--- src/rtl/alu_dispatch_if.sv ---
// Command, ALU and response signal bundle for alu_dispatch.
// The slave modport is the dispatcher's view; the master modport is its environment's view.
interface alu_dispatch_if;
    localparam int unsigned OPR_W  = 5;
    localparam int unsigned DATA_W = 64;

    logic              cmd_valid;
    logic              cmd_ready;
    logic [OPR_W-1:0]  cmd_opr;
    logic [DATA_W-1:0] cmd_a;
    logic [DATA_W-1:0] cmd_b;

    logic              alu_start;
    logic [OPR_W-1:0]  alu_opr;
    logic [DATA_W-1:0] alu_inA;
    logic [DATA_W-1:0] alu_inB;
    logic              alu_done;
    logic [DATA_W-1:0] alu_outAB;

    logic              rsp_valid;
    logic              rsp_ready;
    logic [DATA_W-1:0] rsp_data;
    logic              rsp_err;

    modport slave (
        input  cmd_valid, cmd_opr, cmd_a, cmd_b, alu_done, alu_outAB, rsp_ready,
        output cmd_ready, alu_start, alu_opr, alu_inA, alu_inB, rsp_valid, rsp_data, rsp_err
    );

    modport master (
        output cmd_valid, cmd_opr, cmd_a, cmd_b, alu_done, alu_outAB, rsp_ready,
        input  cmd_ready, alu_start, alu_opr, alu_inA, alu_inB, rsp_valid, rsp_data, rsp_err
    );
endinterface

--- src/rtl/alu_dispatch.sv ---
// Queues ALU commands in a small FIFO and runs them one at a time through an external ALU,
// returning the result (or an error on illegal opcode / ALU timeout) over a valid/ready response port.
module alu_dispatch #(
    parameter int unsigned DEPTH   = 4,
    parameter int unsigned TIMEOUT = 63
) (
    input  logic                   clk,
    input  logic                   rst,
    alu_dispatch_if.slave          dp_if,
    output logic [$clog2(DEPTH):0] fifo_level_o,
    output logic                   busy_o
);
    localparam int unsigned OPR_W   = 5;
    localparam int unsigned DATA_W  = 64;
    localparam int unsigned ENTRY_W = OPR_W + 2 * DATA_W;
    localparam int unsigned PTR_W   = $clog2(DEPTH);
    localparam int unsigned LVL_W   = PTR_W + 1;
    localparam int unsigned CNT_W   = $clog2(TIMEOUT + 1);
    localparam int unsigned MAX_OPR = 10;

    typedef enum logic [2:0] {
        S_IDLE,
        S_ISSUE,
        S_WAIT,
        S_CAPT,
        S_RESP
    } state_e;

    state_e              state_q, state_d;
    logic [ENTRY_W-1:0]  mem_q [DEPTH];
    logic [PTR_W-1:0]    wr_ptr_q, rd_ptr_q;
    logic [LVL_W-1:0]    level_q;
    logic [OPR_W-1:0]    opr_q, opr_d;
    logic [DATA_W-1:0]   a_q, a_d;
    logic [DATA_W-1:0]   b_q, b_d;
    logic [CNT_W-1:0]    cnt_q, cnt_d;
    logic [DATA_W-1:0]   rsp_data_q, rsp_data_d;
    logic                rsp_err_q, rsp_err_d;

    logic                push, pop;
    logic [OPR_W-1:0]    head_opr;
    logic [DATA_W-1:0]   head_a, head_b;

    // Ready depends only on registered occupancy, so a same-cycle pop never frees a full FIFO.
    assign dp_if.cmd_ready = (level_q < LVL_W'(DEPTH));
    assign push = dp_if.cmd_valid && dp_if.cmd_ready;
    assign pop  = (state_q == S_IDLE) && (level_q != '0);
    assign {head_opr, head_a, head_b} = mem_q[rd_ptr_q];

    always_ff @(posedge clk) begin
        if (push) begin
            mem_q[wr_ptr_q] <= {dp_if.cmd_opr, dp_if.cmd_a, dp_if.cmd_b};
        end
    end

    // Pointer arithmetic wraps naturally because DEPTH is a power of two.
    always_ff @(posedge clk or posedge rst) begin
        if (rst) begin
            wr_ptr_q <= '0;
            rd_ptr_q <= '0;
            level_q  <= '0;
        end else begin
            if (push) wr_ptr_q <= wr_ptr_q + PTR_W'(1);
            if (pop)  rd_ptr_q <= rd_ptr_q + PTR_W'(1);
            case ({push, pop})
                2'b10:   level_q <= level_q + LVL_W'(1);
                2'b01:   level_q <= level_q - LVL_W'(1);
                default: level_q <= level_q;
            endcase
        end
    end

    always_ff @(posedge clk or posedge rst) begin
        if (rst) begin
            state_q    <= S_IDLE;
            opr_q      <= '0;
            a_q        <= '0;
            b_q        <= '0;
            cnt_q      <= '0;
            rsp_data_q <= '0;
            rsp_err_q  <= 1'b0;
        end else begin
            state_q    <= state_d;
            opr_q      <= opr_d;
            a_q        <= a_d;
            b_q        <= b_d;
            cnt_q      <= cnt_d;
            rsp_data_q <= rsp_data_d;
            rsp_err_q  <= rsp_err_d;
        end
    end

    always_comb begin
        state_d    = state_q;
        opr_d      = opr_q;
        a_d        = a_q;
        b_d        = b_q;
        cnt_d      = cnt_q;
        rsp_data_d = rsp_data_q;
        rsp_err_d  = rsp_err_q;

        case (state_q)
            S_IDLE: begin
                if (pop) begin
                    opr_d   = head_opr;
                    a_d     = head_a;
                    b_d     = head_b;
                    state_d = S_ISSUE;
                end
            end
            S_ISSUE: begin
                if (opr_q > OPR_W'(MAX_OPR)) begin
                    rsp_err_d  = 1'b1;
                    rsp_data_d = '0;
                    state_d    = S_RESP;
                end else begin
                    cnt_d   = '0;
                    state_d = S_WAIT;
                end
            end
            S_WAIT: begin
                if (dp_if.alu_done) begin
                    state_d = S_CAPT;
                end else begin
                    cnt_d = cnt_q + CNT_W'(1);
                    // The TIMEOUT-th cycle without done aborts the command.
                    if (cnt_q == CNT_W'(TIMEOUT - 1)) begin
                        rsp_err_d  = 1'b1;
                        rsp_data_d = '0;
                        state_d    = S_RESP;
                    end
                end
            end
            S_CAPT: begin
                rsp_data_d = dp_if.alu_outAB;
                rsp_err_d  = 1'b0;
                state_d    = S_RESP;
            end
            S_RESP: begin
                if (dp_if.rsp_ready) begin
                    state_d = S_IDLE;
                end
            end
            default: state_d = S_IDLE;
        endcase
    end

    assign dp_if.alu_start = (state_q == S_WAIT) || (state_q == S_CAPT);
    assign dp_if.alu_opr   = opr_q;
    assign dp_if.alu_inA   = a_q;
    assign dp_if.alu_inB   = b_q;
    assign dp_if.rsp_valid = (state_q == S_RESP);
    assign dp_if.rsp_data  = rsp_data_q;
    assign dp_if.rsp_err   = rsp_err_q;

    assign fifo_level_o = level_q;
    assign busy_o       = (state_q != S_IDLE) || (level_q != '0);
endmodule

--- src/flat_wrapper.sv ---
// flat-port wrapper written by rule: the top's interface ports become plain ports
module alu_dispatch_flat 
#(
    parameter int unsigned DEPTH   = 4,
    parameter int unsigned TIMEOUT = 63
)
  (clk, rst, fifo_level_o, busy_o, dp_if_cmd_valid, dp_if_cmd_opr, dp_if_cmd_a, dp_if_cmd_b, dp_if_alu_done, dp_if_alu_outAB, dp_if_rsp_ready, dp_if_cmd_ready, dp_if_alu_start, dp_if_alu_opr, dp_if_alu_inA, dp_if_alu_inB, dp_if_rsp_valid, dp_if_rsp_data, dp_if_rsp_err);
  alu_dispatch_if dp_if_i ();
  input  logic clk;
  input  logic rst;
  output logic [$clog2(DEPTH):0] fifo_level_o;
  output logic busy_o;
  input wire logic [$bits(dp_if_i.cmd_valid)-1:0] dp_if_cmd_valid;
  input wire logic [$bits(dp_if_i.cmd_opr)-1:0] dp_if_cmd_opr;
  input wire logic [$bits(dp_if_i.cmd_a)-1:0] dp_if_cmd_a;
  input wire logic [$bits(dp_if_i.cmd_b)-1:0] dp_if_cmd_b;
  input wire logic [$bits(dp_if_i.alu_done)-1:0] dp_if_alu_done;
  input wire logic [$bits(dp_if_i.alu_outAB)-1:0] dp_if_alu_outAB;
  input wire logic [$bits(dp_if_i.rsp_ready)-1:0] dp_if_rsp_ready;
  output wire logic [$bits(dp_if_i.cmd_ready)-1:0] dp_if_cmd_ready;
  output wire logic [$bits(dp_if_i.alu_start)-1:0] dp_if_alu_start;
  output wire logic [$bits(dp_if_i.alu_opr)-1:0] dp_if_alu_opr;
  output wire logic [$bits(dp_if_i.alu_inA)-1:0] dp_if_alu_inA;
  output wire logic [$bits(dp_if_i.alu_inB)-1:0] dp_if_alu_inB;
  output wire logic [$bits(dp_if_i.rsp_valid)-1:0] dp_if_rsp_valid;
  output wire logic [$bits(dp_if_i.rsp_data)-1:0] dp_if_rsp_data;
  output wire logic [$bits(dp_if_i.rsp_err)-1:0] dp_if_rsp_err;
  assign dp_if_i.cmd_valid = dp_if_cmd_valid;
  assign dp_if_i.cmd_opr = dp_if_cmd_opr;
  assign dp_if_i.cmd_a = dp_if_cmd_a;
  assign dp_if_i.cmd_b = dp_if_cmd_b;
  assign dp_if_i.alu_done = dp_if_alu_done;
  assign dp_if_i.alu_outAB = dp_if_alu_outAB;
  assign dp_if_i.rsp_ready = dp_if_rsp_ready;
  assign dp_if_cmd_ready = dp_if_i.cmd_ready;
  assign dp_if_alu_start = dp_if_i.alu_start;
  assign dp_if_alu_opr = dp_if_i.alu_opr;
  assign dp_if_alu_inA = dp_if_i.alu_inA;
  assign dp_if_alu_inB = dp_if_i.alu_inB;
  assign dp_if_rsp_valid = dp_if_i.rsp_valid;
  assign dp_if_rsp_data = dp_if_i.rsp_data;
  assign dp_if_rsp_err = dp_if_i.rsp_err;
  alu_dispatch #(.DEPTH(DEPTH), .TIMEOUT(TIMEOUT)) u_core (.clk(clk), .rst(rst), .dp_if(dp_if_i), .fifo_level_o(fifo_level_o), .busy_o(busy_o));
endmodule
--- config.mk ---
export PLATFORM = sky130hd
export DESIGN_NAME = alu_dispatch_flat
export DESIGN_NICKNAME = d
export VERILOG_FILES = /design/src/rtl/alu_dispatch_if.sv /design/src/rtl/alu_dispatch.sv /design/src/flat_wrapper.sv
export SDC_FILE = /design/constraint.sdc
export NUM_CORES = 1
export LEC_CHECK = 0
export BUFFER_PORTS_ARGS = -buffer_cell sky130_fd_sc_hd__buf_2
export CAP_MARGIN = 20
export CORE_UTILIZATION = 53
export CTS_BUF_LIST = sky130_fd_sc_hd__clkbuf_4
export DETAILED_ROUTE_END_ITERATION = 16
export GPL_ROUTABILITY_DRIVEN = 0
export HOLD_SLACK_MARGIN = 0.1
export PLACE_DENSITY = 0.89
export REMOVE_ABC_BUFFERS = 1
export SLEW_MARGIN = 25
export SYNTH_ARGS = -nofsm -noshare
export SYNTH_HDL_FRONTEND = slang
export SYNTH_SLANG_ARGS = --single-unit
export TNS_END_PERCENT = 30
--- constraint.sdc ---
create_clock -name clk -period 7.9 [get_ports clk]
set_input_delay 1.58 -clock clk [delete_from_list [all_inputs] [get_ports clk]]
set_output_delay 1.58 -clock clk [all_outputs]
set_load 0.01 [all_outputs]
==> key figures <==
Status
  • Status: finished clean

CTS
  • Clock buffer depth: 3
  • Post-CTS setup buffer count: 0
  • CTS H-tree lvls: 4
  • CTS clk-pin slew, worst paths: 0.06 ns
  • CTS root buffer: clkbuf_4
  • Sink Count: 746
  • CTS tree: yes
  • PostCTS Resize Cnt: 0
  • Inserted Clock Buffers: 183
  • # hold bufs at CTS: 0
  • Clk Latency, worst-skew pair: 0.99 ns

Setup path
  • Slowest CP cell: dfrtp_1
  • Crit path kind: reg -> out
  • Reg2reg path depth: 8
  • CP peak stage delay: 0.62 ns
  • Crit path DAT: 2.16 ns
  • R2R setup slack: 5.05 ns
  • Worst setup EP type: primary output
  • Capturing point of the worst reg2reg path: u_core.fifo_level_o[2]
  • Critical Path, Cell by Cell: nand2b_1 > inv_1 > buf_2
  • Top delay family on crit path: flip-flops
  • FF-to-FF Start: u_core.state_q[2]
  • Worst Path Buf+Inv: 2
  • Critical path launch point type: flop
  • Crit-path max FO: 16
  • Critical Path RT: 6.32 ns

Logic synthesis
  • Post-synth EDFFs: 532
  • Synthesized area: 27,400 µm²
  • Yosys Warn Count: 0
  • Largest cells by area after synthesis: edfxtp_1 (58%), dfrtp_1 (20%), mux4_2 (11%)
  • Sequential share of the synthesized area: 77.9%
  • Post-Syn Instances: 1,230
  • Ys flop type: edfxtp_1
  • Synth unique cells: 40
  • Post-synthesis register bit count: 746
  • Ys async rst share: 28.7%
  • Mapped Avg Cell Area: 22.3 µm²
  • Post-synth top area share: 58.3%
  • Cell taking the most area after synthesis: edfxtp_1

Floorplan
  • Area of the die: 52,600 µm²
  • Effective utilization at floorplan: 54.1%
  • Die W: 229 µm
  • I/O pins: 407
  • Floorplan core area: 50,600 µm²
  • # rows: 82
  • Die height: 229 µm

Global route
  • Total congestion overflow: 0
  • Global-route wire length before repair: 91.4 mm
  • Initial antenna violation count: 17
  • GRT Util Overall: 23.5%
  • Vias in the first global route: 15,900
  • Pin count of the biggest net entering global routing: 137

STA
  • Unrepaired setup endpoints after global routing: no
  • Fin crit share: 47.3%
  • Relative slew slack: 36.1%
  • Peak Freq: 0.267 GHz
  • Worst Skew: 0.0525 ns
  • Fin. max-slew vios: 0
  • Worst Tran Pin Value: 0.958 ns
  • Tmin final: 3.74 ns
  • Final Hold Viols: 0
  • # setup viols final: 0

Run
  • Max_cap viols: 0

Power
  • Proportion of power drawn by the clock network: 25.9%
  • Static Leakage: 12.6 nW
  • PD cells: 393 nW/µm²
  • Maximum VDD drop: 0.000394 V
  • Int Power: 8.92 mW
  • Overall Power: 12.8 mW
  • Psw: 3.91 mW
  • Switching Share: 30.5%
  • Comb power frac: 29.9%
  • Flop pwr share: 44.2%

Placed design
  • Hpwl dp: 35.7 mm
  • Port bufs: 406

Hold path
  • Min-Delay Path Depth: 1
  • Hold Path Class: reg -> reg
  • Hold Path Sink: u_core.dp_if.alu_inB[23]
  • Min-delay src: u_core.dp_if.alu_inB[23]

Drt
  • Routed WL per cell: 22.7 µm
  • Final ANT Viol Nets: 0
  • DRT iter0 DRCs: 929
  • Pre-Repair DR Iteration Count: 5
  • Overall routed net length: 59.4 mm
  • DR vias: 14,400
  • DRC: 0
  • Vias per inst: 5.50

Cells and area
  • NumNets Final: 1,985
  • Core Util, Final: 64.5%
  • P&R area growth vs syn: 19.2%
  • Commonest non-fill, non-tap cell in the layout: edfxtp_1
  • Layout cell share with drive strength beyond 1: 52.4%
  • Most frequent cells in the layout: edfxtp_1 (532), buf_2 (406), clkbuf_4 (292)
## cell families after synthesis
family	after synthesis	share of synthesized area, %
adders and majority gates	8	0.393
DFF	746	77.9
and+or+nand+nor	41	0.859
AOI/OAI and AO/OA	86	2.59
buffers and inverters	76	1.64
muxes	267	16.4
xor gates and xnor gates	6	0.192
## power by group through the flow
stage	logic, mW	clock network (mW)	registers (mW)
2_1_floorplan	2.24	0	6.11
3_3_place_gp	3.68	0	5.72
3_5_place_dp	3.81	0	5.79
4_1_cts	3.83	3.42	5.73
5_1_grt	4.12	3.62	5.76
6_report	3.84	3.32	5.67
## worst max-delay path by stage
stage | startpoint | end | cells after the start
floorplan | u_core.state_q[1] | u_core.fifo_level_o[2] | 7
global placement | dp_if_cmd_valid | u_core.mem_q[0][33] | 4
detailed placement | dp_if_cmd_valid | u_core.mem_q[3][79] | 4
CTS | u_core.state_q[2] | dp_if_alu_start | 3
global route | u_core.state_q[2] | dp_if_alu_start | 3
finish | u_core.state_q[2] | dp_if_alu_start | 3
## sequential cells by signal (all words and copies together) (netlist names), 3 cells and up
register,count
u_core.dp_if.alu_inB,64
u_core.dp_if.alu_opr,5
u_core.mem_q,532
u_core.dp_if.rsp_data,64
u_core.state_q,3
u_core.fifo_level_o,3
u_core.dp_if.alu_inA,64
u_core.cnt_q,6
## area by class of cell
class                           instances  area (µm²)
Fill cell                            3335       17900
Timing Repair Buffer                  423        2230
Multi-Input combinational cell        408        5640
Clock buffer                          292        2190
Clock inverter                         43         313
Inverter                               13        56.3
Sequential cell                       746       21300
Antenna cell                           13        32.5
Tap cell                              672         841
## cell usage after synthesis, types with 2 or more instances
cell and instances:
a21oi_1 2, nor3_1 2, and2_1 4, dfrtp_1 214
clkbuf_1 19, mux4_2 133, buf_4 3, a211oi_1 2
nand3_1 5, buf_2 25, inv_1 13, o21ai_0 9
nand3b_1 2, o31ai_1 2, nand2_1 7, ha_1 7
a22o_1 67, xnor2_1 4, mux2_2 133, nor2_1 9
edfxtp_1 532, nor3b_1 2, buf_6 16, xor2_1 2
## per-stage QoR
step | hold WS [ns] | worst slack [ns] | cells | instance area [µm²] | TNS, ns
after floorplan | 0.498 | -7.69 | 1167 | 27000 | -972.16
final | 0.500 | 4.16 | 2610 | 32600 | 0
after CTS | 0.505 | 4.01 | 2595 | 32600 | 0
after global placement | 0.483 | 3.85 | 2260 | 30100 | 0
after detailed placement | 0.488 | 3.75 | 2260 | 30100 | 0
after global routing | 0.520 | 3.93 | 2606 | 32600 | 0
## metal layers
layer | track usage (%) | wire, µm | share of wire, % | vias to the layer above
met4 | 10.3 | 1550 | 2.6 | 8
met3 | 8.78 | 4910 | 8.3 | 115
li1 | - | - | - | 6230
met2 | 39.7 | 30900 | 52 | 657
met1 | 26.7 | 21900 | 37 | 7355
met5 | 0 | 53 | 0.089 | -
## worst reg2reg max path, stage by stage (launching register included)
cell and delay (ns):
dfrtp_1 0.54, nor4_2 0.39, buf_12 0.64, ha_1 0.35, inv_1 0.07, fa_1 0.38, xor2_1 0.15, nor2_1 0.12
xnor2_1 0.13
Note: power is estimated with default switching activity, not from simulation.
